`src/rtl/rr_encoder32_5.sv`:
```
// rr_encoder32_5: registered round-robin encoder.
// Turns a one-or-more-hot request vector into a binary index. The grant is
// held under a valid/ack handshake, and priority rotates after each accepted
// grant.
//
// Handshake: out/out_onehot are meaningful only while out_valid=1. Once
// out_valid rises, the grant stays frozen until the cycle in which ack=1 is
// sampled. The transfer completes on that edge. ack is ignored while
// out_valid=0.
module rr_encoder32_5 #(
   parameter int N = 32,
   parameter int W = 5
) (
   input  logic         clk,
   input  logic         reset,
   input  logic         enable,
   input  logic [N-1:0] in,
   input  logic         ack,
   output logic [W-1:0] out,
   output logic [N-1:0] out_onehot,
   output logic         out_valid,
   output logic         any_req,
   output logic         dbg_state
);

   typedef enum logic {IDLE = 1'b0, HOLD = 1'b1} state_t;

   state_t         state, state_n;
   logic [W-1:0]   ptr, ptr_n;
   logic [W-1:0]   out_n;
   logic [N-1:0]   onehot_n;
   logic           valid_n;

   logic [W-1:0]   search_ptr;
   logic [2*N-1:0] doubled;
   logic [N-1:0]   rotated;
   logic [W-1:0]   offset;
   logic           hit;
   logic [W-1:0]   hit_idx;
   logic [N-1:0]   hit_onehot;

   logic           release_grant;

   assign dbg_state = state;

   // An ack in HOLD moves priority past the granted index within the same cycle.
   assign release_grant = (state == HOLD) && ack;
   assign search_ptr    = release_grant ? out + W'(1) : ptr;

   // Rotate so that the priority index lands at bit 0.
   assign doubled = {in, in} >> search_ptr;
   assign rotated = doubled[N-1:0];

   // Lowest set bit of the rotated vector; the descending loop lets the lowest index win.
   always_comb begin
      hit    = 1'b0;
      offset = '0;
      for (int i = N - 1; i >= 0; i--) begin
         if (rotated[i]) begin
            hit    = 1'b1;
            offset = W'(i);
         end
      end
   end

   // Undo the rotation; the W-bit add wraps modulo N.
   assign hit_idx    = search_ptr + offset;
   assign hit_onehot = {{(N-1){1'b0}}, 1'b1} << hit_idx;

   // Next-state and next-grant logic.
   always_comb begin
      state_n  = state;
      ptr_n    = ptr;
      out_n    = out;
      onehot_n = out_onehot;
      valid_n  = out_valid;
      case (state)
         IDLE: begin
            valid_n  = 1'b0;
            onehot_n = '0;
            if (enable && hit) begin
               out_n    = hit_idx;
               onehot_n = hit_onehot;
               valid_n  = 1'b1;
               state_n  = HOLD;
            end
         end
         HOLD: begin
            if (ack) begin
               ptr_n = search_ptr;
               if (enable && hit) begin
                  out_n    = hit_idx;
                  onehot_n = hit_onehot;
                  valid_n  = 1'b1;
               end else begin
                  onehot_n = '0;
                  valid_n  = 1'b0;
                  state_n  = IDLE;
               end
            end
         end
         default: begin
            state_n  = IDLE;
            onehot_n = '0;
            valid_n  = 1'b0;
         end
      endcase
   end

   // State, grant and any_req registers; reset clears everything immediately.
   always_ff @(posedge clk or posedge reset) begin
      if (reset) begin
         state      <= IDLE;
         ptr        <= '0;
         out        <= '0;
         out_onehot <= '0;
         out_valid  <= 1'b0;
         any_req    <= 1'b0;
      end else begin
         state      <= state_n;
         ptr        <= ptr_n;
         out        <= out_n;
         out_onehot <= onehot_n;
         out_valid  <= valid_n;
         any_req    <= |in;
      end
   end

endmodule

```
`config.mk`:
```
export PLATFORM = sky130hd
export DESIGN_NAME = rr_encoder32_5
export DESIGN_NICKNAME = d
export VERILOG_FILES = /design/src/rtl/rr_encoder32_5.sv
export SDC_FILE = /design/constraint.sdc
export NUM_CORES = 1
export LEC_CHECK = 0
export CAP_MARGIN = 0
export CORE_ASPECT_RATIO = 0.5
export CORE_MARGIN = 2
export CORE_UTILIZATION = 49
export DETAILED_ROUTE_END_ITERATION = 12
export PLACE_DENSITY = 0.73
export REMOVE_ABC_BUFFERS = 1
export SLEW_MARGIN = 0
export SYNTH_ARGS = -nofsm -noshare
export SYNTH_HDL_FRONTEND = slang
export SYNTH_SLANG_ARGS = --single-unit
```
`constraint.sdc`:
```
create_clock -name clk -period 8.8 [get_ports clk]
set_input_delay 2.64 -clock clk [delete_from_list [all_inputs] [get_ports clk]]
set_output_delay 2.64 -clock clk [all_outputs]
set_load 0.01 [all_outputs]
```
==> results of run 1 <==
-- cells in the mapped netlist, drive strengths merged, types with 3 or more instances --
cell     count  area, um^2
o31ai       18         135
buf         24         178
nor2        23        93.8
nand2b       7        43.8
a211oi      13         108
o21a         6        45.0
a21boi       4        30.0
a21o         3        22.5
mux2i       74         764
a31oi        4        31.3
clkbuf      14        53.8
o2111ai      3        26.3
a21oi       28         159
nor4         3        40.0
nor3        17        95.1
mux2        27         312
xnor2        6        60.1
and3        10        62.6
a211o        5        43.8
o41ai       16         148
dfrtp       45        1130
o21ai       18         101
ha           4        50.1
nand2       67         251
and2         9        58.8
inv         13        53.8
nand4        8        50.1
xor2         4        35.0
nand3       44         225
mux4        15         338
-- cell type report --
cell class,instances,share of cell area
clock inverters,3,0.00407
inverters,13,0.00874
flip-flops and latches,45,0.183
multi-input cells,471,0.595
clock buffers,5,0.0203
repair buffers,100,0.161
well taps,140,0.0285
-- worst max-delay path: stages --
cell             delay (ps)
clkdlybuf4s50_1         550
and3b_1                 380
nor2_4                  340
buf_12                  210
mux2i_1                 510
mux2i_1                 280
mux4_2                  590
a21oi_1                 220
mux2i_1                 200
or4b_2                  730
o21a_1                  210
fa_1                    420
inv_1                    70
a21o_1                  100
a21oi_1                  70
xnor2_1                 380
a21oi_2                 130
buf_12                  170
o41ai_1                 370
-- registers in the layout, indices dropped and copies added (netlist names) --
name / flops
out: 5
any_req: 1
out_onehot: 32
dbg_state: 1
out_valid: 1
ptr: 5
-- through the flow --
step	std cells	cell area, um^2
3_3_place_gp	769	6000
4_1_cts	777	6150
5_1_grt	777	6160
2_1_floorplan	529	4840
3_5_place_dp	769	6000
6_report	777	6160
-- kinds of logic (layout without fill, tap and decap cells) --
family	count (synthesis)	count (layout)	synth area share
and+or+nand+nor	197	197	0.195
muxes	116	116	0.279
buffers and inverters	51	121	0.0563
adders and majority gates	5	5	0.0138
xor gates and xnor gates	10	10	0.0188
AOI/OAI and AO/OA	143	143	0.215
DFF	45	45	0.222
-- metal layers --
metal | GRT usage | vias up | wire length, um
met1 | 0.413 | 2420 | 7240
li1 | - | 2324 | -
met4 | 0.0629 | 0 | 301
met5 | 0 | - | 0
met3 | 0.0271 | 28 | 1130
met2 | 0.449 | 259 | 7060
-- how the worst max path moves through the flow --
stage               start        endpoint  slack (ps)  cells after the start
floorplan             ack  out_onehot[16]         920                     16
global placement      ack   out_onehot[1]         240                     19
detailed placement    ack  out_onehot[13]          90                     19
CTS                   ack  out_onehot[13]         380                     19
global route          ack  out_onehot[11]         110                     19
finish                ack  out_onehot[13]         380                     19
==> impl_metrics.py, run 1 <==
metrics = {
    "global_routing": {
        "grt_use_total": 0.281,
        "grt_pass1_vias": 4689,
        "grt_max_degree": 46,
        "grt.overflow.total": 0,
        "grt_pass1_wl_mm": 25.6,
        "antenna_found_initial": 0,
    },
    "timing": {
        "finalWorstSetupSlack_ps": 383,
        "finalHoldViolations": 0,
        "slew_violations": 0,
        "holdWs_ps": 476,
        "layout_min_cycle_time_ps": 8420,
        "finalClockSkew_ps": 5.35,
        "rsz0062_at_grt": "no",
        "tns_ps": 0,
        "tightest_slew_ps": 1020,
        "relSlewSlack": 0.310,
        "fmax_mhz": 119,
        "setup_viol": 0,
        "finalCritPeriodShare": 0.957,
    },
    "cells_and_area": {
        "drive_gt1_frac": 0.174,
        "layout.area.seq_um2": 1130,
        "multiInputGateArea_um2": 3660,
        "layout_common_cells": "clkdlybuf4s50_1 (75), mux2i_1 (70), nand2_1 (67)",
        "final_common_cell": "clkdlybuf4s50_1",
        "areaGrowthSynthToFinish_pct": 21.5,
        "n_antenna_cell": 0,
        "nFillCells": 900,
        "final_util": 0.608,
        "nets": 677,
    },
    "routing": {
        "dr.first_iter.drc_count": 569,
        "ant_nets": 0,
        "wirelength_mm": 15.7,
        "drc": 0,
        "drt-vias-per-instance": 6.47,
        "routedWlPerCell_um": 20.3,
        "via_count": 5031,
        "firstDrtPassIters": 5,
    },
    "yosys": {
        "synth_ff_type": "dfrtp_1",
        "ys_seq_elements": 45,
        "avgSynthCellArea_um2": 8.94,
        "yosysSeqAreaShare": 0.222,
        "synthCells": 567,
        "ys_warn_count": 0,
        "synth.distinct_cells": 82,
        "synthArstFlopShare": 1.00,
        "synth_edf_count": 0,
        "synthesis.area_um2": 5070,
    },
    "setup_path": {
        "reg2reg_from": "dbg_state",
        "rrSetupSlack_ps": 2820,
        "rr_endpoint": "out_onehot[13]",
        "reg2reg_depth": 18,
        "crit_type": "in2reg",
        "worst-path-max-fanout": 17,
        "cp-start-kind": "input pin",
        "cp.required_ps": 8970,
        "end_kind": "flop",
        "worst_ep_arrival_time_ps": 8590,
    },
    "cts": {
        "root_buffer": "clkbuf_16",
        "post_cts.repair.setup_buffers": 0,
        "insertion_delay_ps": 290,
        "ctsHoldBuffers": 0,
        "cts_tree": "done",
        "clockBufferDepth": 2,
        "clock_sinks": 45,
        "htreeDepth": 2,
        "cts_resized": 0,
        "clk_pin_slew_ps": 70,
        "cts_buffers": 5,
    },
    "placed_design": {
        "gp_congestion": 1.00,
        "dp_slack_ps": 87.5,
        "detailed_place_hpwl_mm": 12.1,
        "io_buffers": 75,
    },
    "floorplanning": {
        "initial_utilization": 0.501,
        "fp.coreArea_um2": 10100,
        "io_pins": 76,
        "rows": 26,
        "die_width_um": 148,
        "die-height_um": 75.9,
        "dieArea_um2": 11200,
    },
    "min_path": {
        "min_from": "out_onehot[27]",
        "hold_class": "reg2reg",
        "whs_path_depth": 2,
        "hold-path-endpoint": "out_onehot[27]",
    },
    "run": {
        "drv_cap": 0,
    },
    "run_status": {
        "status": "finished, final reports clean",
    },
}
Power of run 1 is left out: the tool's default activity adds up to more than one toggle a clock period on the data nets, which glitch-free logic cannot reach.
==> run 2, diff against run 1 <==
--- a/config.mk
+++ b/config.mk
@@ -10,6 +10,7 @@
 export CORE_MARGIN = 2
 export CORE_UTILIZATION = 49
 export DETAILED_ROUTE_END_ITERATION = 12
+export HOLD_SLACK_MARGIN = 0.03
 export PLACE_DENSITY = 0.73
 export REMOVE_ABC_BUFFERS = 1
 export SLEW_MARGIN = 0
==> results of run 2 <==
The final DEF is identical to that of run 1; final timing and power are the same.
Power of run 2 is left out for the same reason.
